**src/rtl/wake_gate_ctrl_if.sv**
```systemverilog
// Adapter-facing signal bundle for wake_gate_ctrl: wake requests, link status and
// the gate/ack/timeout responses. The controller uses the slave modport.
interface wake_gate_ctrl_if #(
  parameter int NUM_REQ = 2,
  parameter int IDLE_W  = 8,
  parameter int TO_W    = 10
);
  logic [3:0]         i_lp_state_req;
  logic [NUM_REQ-1:0] i_lp_wake_req;
  logic [3:0]         i_pl_state_sts;
  logic               i_sb_msg_valid;
  logic               i_ltsm_is_waked_up;
  logic               i_ltsm_in_reset;
  logic [IDLE_W-1:0]  i_idle_thresh;
  logic [TO_W-1:0]    i_ack_timeout;
  logic               o_clk_gate_en;
  logic [NUM_REQ-1:0] o_pl_wake_ack;
  logic               o_wake_timeout;
  logic [1:0]         o_state;

  modport master (
    output i_lp_state_req, i_lp_wake_req, i_pl_state_sts, i_sb_msg_valid,
           i_ltsm_is_waked_up, i_ltsm_in_reset, i_idle_thresh, i_ack_timeout,
    input  o_clk_gate_en, o_pl_wake_ack, o_wake_timeout, o_state
  );

  modport slave (
    input  i_lp_state_req, i_lp_wake_req, i_pl_state_sts, i_sb_msg_valid,
           i_ltsm_is_waked_up, i_ltsm_in_reset, i_idle_thresh, i_ack_timeout,
    output o_clk_gate_en, o_pl_wake_ack, o_wake_timeout, o_state
  );
endinterface

```
**src/rtl/wake_gate_ctrl.sv**
```systemverilog
// Mainband clock-gate controller: gates after idle hysteresis, wakes on request.
// Define WAKE_ACK_TIMEOUT_EN to add the wake-acknowledge timeout counter and pulse.
module wake_gate_ctrl #(
  parameter int NUM_REQ = 2,
  parameter int IDLE_W  = 8,
  parameter int TO_W    = 10
) (
  input  logic             i_clk,
  input  logic             i_rst_n,
  wake_gate_ctrl_if.slave  bus
);

  typedef enum logic [1:0] {
    ST_GATED     = 2'b00,
    ST_WAKING    = 2'b01,
    ST_ACTIVE    = 2'b10,
    ST_IDLE_WAIT = 2'b11
  } state_e;

  state_e              state_q, state_d;
  logic [IDLE_W-1:0]   idle_cnt_q, idle_cnt_d;
  logic                clk_gate_en_q, clk_gate_en_d;
  logic [NUM_REQ-1:0]  wake_ack_q, wake_ack_d;
  logic                wake_src;
  logic                gate_cond;

  always_comb begin
    wake_src  = (|bus.i_lp_wake_req) | bus.i_sb_msg_valid;
    gate_cond = ((bus.i_pl_state_sts == 4'b0000) && bus.i_ltsm_in_reset &&
                 (bus.i_lp_state_req == 4'b0000)) ||
                (bus.i_pl_state_sts == 4'b0100) || (bus.i_pl_state_sts == 4'b1000) ||
                (bus.i_pl_state_sts == 4'b1001) || (bus.i_pl_state_sts == 4'b1100);
  end

  // The idle counter is zero outside IDLE_WAIT, so every state entry clears it.
  always_comb begin
    state_d    = state_q;
    idle_cnt_d = '0;
    case (state_q)
      ST_GATED:     if (wake_src) state_d = ST_WAKING;
      ST_WAKING:    if (bus.i_ltsm_is_waked_up) state_d = ST_ACTIVE;
      ST_ACTIVE:    if (gate_cond && !wake_src) state_d = ST_IDLE_WAIT;
      ST_IDLE_WAIT: begin
        if (wake_src || !gate_cond)              state_d = ST_ACTIVE;
        else if (idle_cnt_q == bus.i_idle_thresh) state_d = ST_GATED;
        else idle_cnt_d = (&idle_cnt_q) ? idle_cnt_q : idle_cnt_q + 1'b1;
      end
    endcase
    clk_gate_en_d = (state_q != ST_GATED);
    wake_ack_d    = bus.i_lp_wake_req &
                    {NUM_REQ{bus.i_ltsm_is_waked_up && (state_q != ST_GATED)}};
  end

`ifdef WAKE_ACK_TIMEOUT_EN
  logic [TO_W-1:0] to_cnt_q, to_cnt_d;
  logic            wake_timeout_q, wake_timeout_d;

  // A timeout restarts the count so the pulse repeats while the ack stays missing.
  always_comb begin
    to_cnt_d       = '0;
    wake_timeout_d = 1'b0;
    if ((state_q == ST_WAKING) && !bus.i_ltsm_is_waked_up) begin
      if (to_cnt_q == bus.i_ack_timeout) wake_timeout_d = 1'b1;
      else to_cnt_d = (&to_cnt_q) ? to_cnt_q : to_cnt_q + 1'b1;
    end
  end
`else
  logic unused_ack_timeout;
  assign unused_ack_timeout = ^bus.i_ack_timeout;
`endif

  always_ff @(posedge i_clk or negedge i_rst_n) begin
    if (!i_rst_n) begin
      state_q        <= ST_GATED;
      idle_cnt_q     <= '0;
      clk_gate_en_q  <= 1'b0;
      wake_ack_q     <= '0;
`ifdef WAKE_ACK_TIMEOUT_EN
      to_cnt_q       <= '0;
      wake_timeout_q <= 1'b0;
`endif
    end else begin
      state_q        <= state_d;
      idle_cnt_q     <= idle_cnt_d;
      clk_gate_en_q  <= clk_gate_en_d;
      wake_ack_q     <= wake_ack_d;
`ifdef WAKE_ACK_TIMEOUT_EN
      to_cnt_q       <= to_cnt_d;
      wake_timeout_q <= wake_timeout_d;
`endif
    end
  end

  assign bus.o_state       = state_q;
  assign bus.o_clk_gate_en = clk_gate_en_q;
  assign bus.o_pl_wake_ack = wake_ack_q;
`ifdef WAKE_ACK_TIMEOUT_EN
  assign bus.o_wake_timeout = wake_timeout_q;
`else
  assign bus.o_wake_timeout = 1'b0;
`endif

endmodule
```
**src/flat_wrapper.sv**
```systemverilog
// flat-port wrapper written by rule: the top's interface ports become plain ports
module wake_gate_ctrl_flat 
#(
  parameter int NUM_REQ = 2,
  parameter int IDLE_W  = 8,
  parameter int TO_W    = 10
)
  (i_clk, i_rst_n, bus_i_lp_state_req, bus_i_lp_wake_req, bus_i_pl_state_sts, bus_i_sb_msg_valid, bus_i_ltsm_is_waked_up, bus_i_ltsm_in_reset, bus_i_idle_thresh, bus_i_ack_timeout, bus_o_clk_gate_en, bus_o_pl_wake_ack, bus_o_wake_timeout, bus_o_state);
  wake_gate_ctrl_if #(.NUM_REQ(NUM_REQ), .IDLE_W(IDLE_W), .TO_W(TO_W)) bus_i ();
  input  logic i_clk;
  input  logic i_rst_n;
  input wire logic [$bits(bus_i.i_lp_state_req)-1:0] bus_i_lp_state_req;
  input wire logic [$bits(bus_i.i_lp_wake_req)-1:0] bus_i_lp_wake_req;
  input wire logic [$bits(bus_i.i_pl_state_sts)-1:0] bus_i_pl_state_sts;
  input wire logic [$bits(bus_i.i_sb_msg_valid)-1:0] bus_i_sb_msg_valid;
  input wire logic [$bits(bus_i.i_ltsm_is_waked_up)-1:0] bus_i_ltsm_is_waked_up;
  input wire logic [$bits(bus_i.i_ltsm_in_reset)-1:0] bus_i_ltsm_in_reset;
  input wire logic [$bits(bus_i.i_idle_thresh)-1:0] bus_i_idle_thresh;
  input wire logic [$bits(bus_i.i_ack_timeout)-1:0] bus_i_ack_timeout;
  output wire logic [$bits(bus_i.o_clk_gate_en)-1:0] bus_o_clk_gate_en;
  output wire logic [$bits(bus_i.o_pl_wake_ack)-1:0] bus_o_pl_wake_ack;
  output wire logic [$bits(bus_i.o_wake_timeout)-1:0] bus_o_wake_timeout;
  output wire logic [$bits(bus_i.o_state)-1:0] bus_o_state;
  assign bus_i.i_lp_state_req = bus_i_lp_state_req;
  assign bus_i.i_lp_wake_req = bus_i_lp_wake_req;
  assign bus_i.i_pl_state_sts = bus_i_pl_state_sts;
  assign bus_i.i_sb_msg_valid = bus_i_sb_msg_valid;
  assign bus_i.i_ltsm_is_waked_up = bus_i_ltsm_is_waked_up;
  assign bus_i.i_ltsm_in_reset = bus_i_ltsm_in_reset;
  assign bus_i.i_idle_thresh = bus_i_idle_thresh;
  assign bus_i.i_ack_timeout = bus_i_ack_timeout;
  assign bus_o_clk_gate_en = bus_i.o_clk_gate_en;
  assign bus_o_pl_wake_ack = bus_i.o_pl_wake_ack;
  assign bus_o_wake_timeout = bus_i.o_wake_timeout;
  assign bus_o_state = bus_i.o_state;
  wake_gate_ctrl #(.NUM_REQ(NUM_REQ), .IDLE_W(IDLE_W), .TO_W(TO_W)) u_core (.i_clk(i_clk), .i_rst_n(i_rst_n), .bus(bus_i));
endmodule
```
**config.mk**
```make
export PLATFORM = sky130hd
export DESIGN_NAME = wake_gate_ctrl_flat
export DESIGN_NICKNAME = d
export VERILOG_FILES = /design/src/rtl/wake_gate_ctrl_if.sv /design/src/rtl/wake_gate_ctrl.sv /design/src/flat_wrapper.sv
export SDC_FILE = /design/constraint.sdc
export NUM_CORES = 1
export LEC_CHECK = 0
export CORE_MARGIN = 5
export CORE_UTILIZATION = 40
export DETAILED_ROUTE_END_ITERATION = 12
export PLACE_DENSITY_LB_ADDON = 0.12
export SYNTH_ARGS = -nofsm -noshare
export SYNTH_HDL_FRONTEND = slang
export SYNTH_SLANG_ARGS = --single-unit
export TNS_END_PERCENT = 10
```
**constraint.sdc**
```tcl
create_clock -name i_clk -period 2 [get_ports i_clk]
set_input_delay 0.2 -clock i_clk [delete_from_list [all_inputs] [get_ports i_clk]]
set_output_delay 0.2 -clock i_clk [all_outputs]
set_load 0.1 [all_outputs]
```
Word-level counts from Yosys, hierarchy flattened. Cells that the tools add are included.

Output and inout bits: 6. Bits of input ports: 33. Flip-flop bits (word level): 13. Bits in writable memories: 0. Latch bits: 0. Memories kept: 0. Word-level logic and storage cells: 48. Memory bits (read-only): 0.

$add $sub $neg: 1. Order comparisons: 0. Div/mod/pow operators: 0. Reduce and logical (&&, ||, !) cells: 18. Multiplexer cells: 10. Bitwise logic cells: 2. Multiply operators: 0. Eq/ne operators: 13. Shift operators: 0.

Operators by type and width (number): $mux 8 (4); $eq 4x4->1 const B (3); $mux 2 (5); $add 8x1->8 const B (1); $eq 8x8->1 (1); $logic_not 4->1 (2); $pmux 2 s4 (1); $reduce_and 8->1 (1); $logic_or 1x1->1 (5); $eq 2x2->1 const B (2); $eq 4x3->1 const B (1); $logic_and 1x1->1 (4); $ne 2x1->1 const B (2); $ne 4x2->1 const B (1); $reduce_and 4->1 (1); $ne 3x1->1 const B (1); $and 2x2->2 (1); $eq 2x1->1 const B (1); $logic_not 1->1 (2); $logic_not 2->1 (1); $ne 2x2->1 const B (1); $reduce_bool 2->1 (1); $reduce_or 2->1 (1); $or 1x1->1 (1).

Logic depth before layout (Yosys ltp). Gate-level depths: netlist (run 1).

Depth in word-level cells: 11. Depth in mapped cells: 5. Gate-level depth less buffers: 5.

Least setup slack after synthesis (run 1). No wires, ideal clock.

Path kind: register -> register. Start point: reg u_core.state_q[0] (netlist: u_core.bus.o_state[0]). End point: reg u_core.idle_cnt_q[7]. Setup time: 0.107 ns. Stages on the path, launching flop included: 5. Buffers on the path: 1. Arrival: 1.889 ns. Path slack: 0.004 ns. Clock period less this slack: 1.996 ns. Data required time: 1.893 ns. Cell sequence: dfrtp_1 nand2_1 or4_4 buf_6 a2111oi_4.

Cells in the longest elaborated chain, start to end: 2. Elaborated cells on any way between the ends: 3. Those cells by class: eq/ne: 2; mux: 1.

RTL lines: from (decl) (RTL line wake_gate_ctrl.sv:20) `state_e state_q, state_d;`; from (signal assigned) (RTL line wake_gate_ctrl.sv:83) `state_q <= state_d;`; $eq 2x2->1 (*) (RTL line wake_gate_ctrl.sv:39) `case (state_q)`; $ne 4x2->1 (no source line) or $mux 8 (tied branches); to (signal assigned) (RTL line wake_gate_ctrl.sv:84) `idle_cnt_q <= idle_cnt_d;`; to (decl) (RTL line wake_gate_ctrl.sv:21) `logic [IDLE_W-1:0] idle_cnt_q, idle_cnt_d;`.

Mark *: on every way between the ends. The rest lies on a longest branch, timed or not. A chain may end at the register's enable or synchronous reset.

Final worst setup path (run 1).
Start point: in bus_i_pl_state_sts[0]. End point: reg u_core.idle_cnt_q[2].

Cells in the longest elaborated chain, start to end: 11. Elaborated cells on any way between the ends: 16. Those cells by class: eq/ne: 5; mux: 2; reduce/logical: 9.

RTL lines: from (decl) (RTL line flat_wrapper.sv:14) `input wire logic [$bits(bus_i.i_pl_state_sts)-1:0] bus_i_pl_state_sts;`; $logic_not 4->1 (RTL line wake_gate_ctrl.sv:29) `gate_cond = ((bus.i_pl_state_sts == 4'b0000) && bus.i_ltsm_in_reset &&`; $logic_and 1x1->1 (2 in series) (RTL line wake_gate_ctrl.sv:29); $logic_or 1x1->1 (RTL line wake_gate_ctrl.sv:30) `(bus.i_lp_state_req == 4'b0000)) ||`; $logic_or 1x1->1 (2 in series) (RTL line wake_gate_ctrl.sv:31) `(bus.i_pl_state_sts == 4'b0100) || (bus.i_pl_state_sts == 4'b1000) ||`; $logic_or 1x1->1 (*) (RTL line wake_gate_ctrl.sv:32) `(bus.i_pl_state_sts == 4'b1001) || (bus.i_pl_state_sts == 4'b1100);`; $logic_not 1->1 (*) (RTL line wake_gate_ctrl.sv:44) `if (wake_src || !gate_cond) state_d = ST_ACTIVE;`; $logic_or 1x1->1 (*) (RTL line wake_gate_ctrl.sv:44); $mux 8 (RTL line wake_gate_ctrl.sv:44); $mux 8 (RTL line wake_gate_ctrl.sv:39).

Marked as above.

==> results of run 1 <==
[how the worst max path moves through the flow]
stage                                      start                                to  cells past startpoint
2_1_floorplan  u_core.bus.o_state[0]$_DFFE_PN0P_  u_core.idle_cnt_q[7]$_DFFE_PN0P_                      4
3_3_place_gp               bus_i_pl_state_sts[0]  u_core.idle_cnt_q[2]$_DFFE_PN0P_                      5
3_5_place_dp               bus_i_pl_state_sts[0]  u_core.idle_cnt_q[2]$_DFFE_PN0P_                      5
4_1_cts                    bus_i_pl_state_sts[0]  u_core.idle_cnt_q[2]$_DFFE_PN0P_                      5
5_1_grt                    bus_i_pl_state_sts[0]  u_core.idle_cnt_q[2]$_DFFE_PN0P_                      5
6_report                   bus_i_pl_state_sts[0]  u_core.idle_cnt_q[2]$_DFFE_PN0P_                      5
[power by group]
part,switching (mW),internal [mW]
Sequential,0.00885,0.273
Clock,0.0795,0.0772
Combinational,0.119,0.0711
[flip-flops by register name, indices dropped and copies added, names as in the netlist]
name,flops
u_core.idle_cnt_q,8
u_core.bus.o_pl_wake_ack,2
u_core.bus.o_state,2
u_core.bus.o_clk_gate_en,1
[per-stage QoR]
stage,TNS [ns],cells,utilization (%)
floorplan,0,80,-
global placement,-0.137,132,56.3
detailed placement,-0.134,132,56.3
CTS,0,136,57.7
global route,0,136,57.7
finish,0,136,57.7
[logic make-up (layout without fill, tap and decap cells)]
family	after synthesis	in the layout	synth area share, %
buf+inv	4	33	3.23
compound gates	10	10	13.1
xor+xnor	11	11	11.8
fa+ha+maj	1	1	1.54
simple gates	37	37	26.2
flops	13	13	40.0
mux	3	3	3.69
other cells	1	1	0.461
[layer usage]
metal  vias to the layer above  GRT usage [%]  share of wire [%]
met5                         -              0                  0
met4                         0           8.50                2.1
met3                         4          0.804                5.4
met2                        27           25.2                 49
met1                       307           14.4                 43
li1                        348              -                  -
[layout make-up]
class,count,area share [%]
Sequential cell,13,29.1
Multi-Input combinational cell,63,41.2
Clock buffer,4,2.35
Timing Repair Buffer,29,24.4
Tap cell,27,3.02
[layout by cell type (no fill, tap or decap), drive strengths merged]
cell           count
mux2i              3
buf                7
nand3              2
and4               1
nand2              5
or2                2
o21a               1
clkdlybuf4s50     22
and3               3
a21oi              2
xnor2             10
nor3               6
a2111oi            2
clkbuf             4
nor2               6
a31oi              2
conb               1
nand4              4
and2               1
or3                1
ha                 1
o21ai              1
nor4b              2
or4                1
a2bb2oi            1
nor2b              2
xor2               1
a22oi              1
dfrtp             13
nand2b             1
[synthesized netlist by cell type (all sizes together)]
| cell | count | share of area [%] |
|---|---|---|
| or3 | 1 | 0.77 |
| xor2 | 1 | 1.1 |
| o21ai | 1 | 0.61 |
| and3 | 3 | 2.3 |
| ha | 1 | 1.5 |
| or2 | 2 | 1.5 |
| mux2i | 3 | 3.7 |
| and4 | 1 | 1.1 |
| nand3 | 2 | 1.2 |
| a2111oi | 2 | 6.8 |
| nor3 | 6 | 3.7 |
| o21a | 1 | 0.92 |
| xnor2 | 10 | 11 |
| dfrtp | 13 | 40 |
| buf | 2 | 2.3 |
| a22oi | 1 | 0.92 |
| nor2b | 2 | 1.5 |
| or4 | 1 | 1.4 |
| clkbuf | 2 | 0.92 |
| conb | 1 | 0.46 |
| and2 | 1 | 0.77 |
| a21oi | 2 | 1.2 |
| nor4b | 2 | 2.9 |
| a2bb2oi | 1 | 1.1 |
| nand2b | 1 | 0.77 |
| nor2 | 6 | 2.8 |
| a31oi | 2 | 1.5 |
| nand4 | 4 | 3.1 |
| nand2 | 5 | 2.3 |
==> out/metrics.json, run 1 <==
{
  "synth_seq_cells": 13,
  "crit_slowest_cell": "or4_4",
  "power_per_cell_area_nw_per_um2": 562,
  "cts.path.max_buffers": 2,
  "final_max_slew_viol_count": 0,
  "place_hpwl_um": 1390,
  "finalNetCount": 144,
  "fin_hold_ws_ns": 0.289,
  "timing.critical_path.to_type": "register",
  "postCtsHoldBufs": 0,
  "htree_num_levels": 1,
  "detailroute.via_count": 686,
  "clock_sinks": 13,
  "cts_repair_resize_count": 0,
  "relSlewSlack_pct": 62.1,
  "synth_area_per_cell_um2": 10.2,
  "gate_count_of_the_mapped_netlist": 80,
  "synth_cell_type_count": 31,
  "core_area_um2": 1940,
  "hold_viol": 0,
  "reg2reg_depth": 5,
  "antenna-diode-count": 0,
  "cts-buffers-inserted": 3,
  "worst-endpoint-required_ns": 2.17,
  "grt_antenna_before_repair": 0,
  "min-delay-path-class": "in -> async",
  "max_freq_mhz": 568,
  "irDropWorstVdd_uv": 357,
  "path_class": "in -> reg",
  "ctsRootBufferMaster": "clkbuf_4",
  "final_design_area_no_fill_um2": 1120,
  "critical_path_buf_inv_count": 1,
  "slowest_delay_ns": 0.61,
  "max_fanout_on_critical_path": 8,
  "final.fill_count": 188,
  "start_util_pct": 41.9,
  "drt_iter0_markers": 2,
  "report.final.setup_viol": 0,
  "rr_startpoint": "u_core.idle_cnt_q[0]$_DFFE_PN0P_",
  "report.power.total_mw": 0.629,
  "floorplan.die.height_um": 55.1,
  "die_width_um": 55.1,
  "ioPinCount": 39,
  "regToRegSetupSlack_ns": 0.44,
  "port_buffers": 27,
  "grt_start_max_net_pins": 14,
  "drt_pass1_iterations": 4,
  "area.growth.synth_to_final_pct": 37.7,
  "routed_wl_um": 1710,
  "yosys_warnings": 0,
  "r2r-end": "u_core.idle_cnt_q[1]$_DFFE_PN0P_",
  "layout_min_cycle_time_ns": 1.76,
  "gp_congestion": 0.811,
  "grt_overflow": 0,
  "cap_violations": 0,
  "rsz0062_at_grt": "false",
  "status": "finished, final reports clean",
  "seq_area_frac_synth_pct": 40.0,
  "global_route.usage.total_pct": 13.4,
  "first_global_vias": 737,
  "final_layout_size_suffix_gt1_share_pct": 14.7,
  "pre_cts_ws_ns": -0.0687,
  "worst_skew_pair.late_latency_ns": 0.27,
  "cts_tree": "done",
  "routed_wire_length_per_instance_um": 12.6,
  "drtAntennaViolNets": 0,
  "rows": 16,
  "leakagePower_nw": 0.424,
  "worstSetupStartpointType": "input pin",
  "crit_share_post_route_pct": 88.1,
  "finalWorstSetupSlack_ns": 0.239,
  "global_route_wire_length_before_repair_um": 2900,
  "worst_pin_slew_ns": 0.566,
  "post-cts-setup-buffer-count": 0,
  "finalClockSkew_ns": 0.00330,
  "drcViolationCount": 0,
  "avgViaCountPerCell": 5.04,
  "cts.reportedPaths.clkPinSlew_ns": 0.08,
  "die-area_um2": 3030,
  "critical-path-top-delay-family": "simple AND/OR/NAND/NOR gates",
  "worstPathArrival_ns": 1.93,
  "synthesis.area_um2": 813,
  "multiInputGateArea_um2": 462,
  "timing.critical_path.cells": "clkdlybuf4s50_1 -> nor4b_2 -> a22oi_1 -> or4_4 -> a2111oi_4",
  "postPlaceCellArea_um2": 1090,
  "synth_fp_nets": 114,
  "sequential_cell_area_um2": 325
}
(Power assumes the default switching activity.)
==> run 2: changes to the inputs <==
ABC_CLOCK_PERIOD_IN_PS = 2000   (was default)
SKIP_CTS_REPAIR_TIMING = 1   (was default)
==> results of run 2 <==
The final DEF is identical to that of run 1; final timing and power are the same.
==> run 3: changes to the inputs <==
GPL_ROUTABILITY_DRIVEN = 0   (was default)
==> results of run 3 <==
The final DEF is identical to that of run 1; final timing and power are the same.
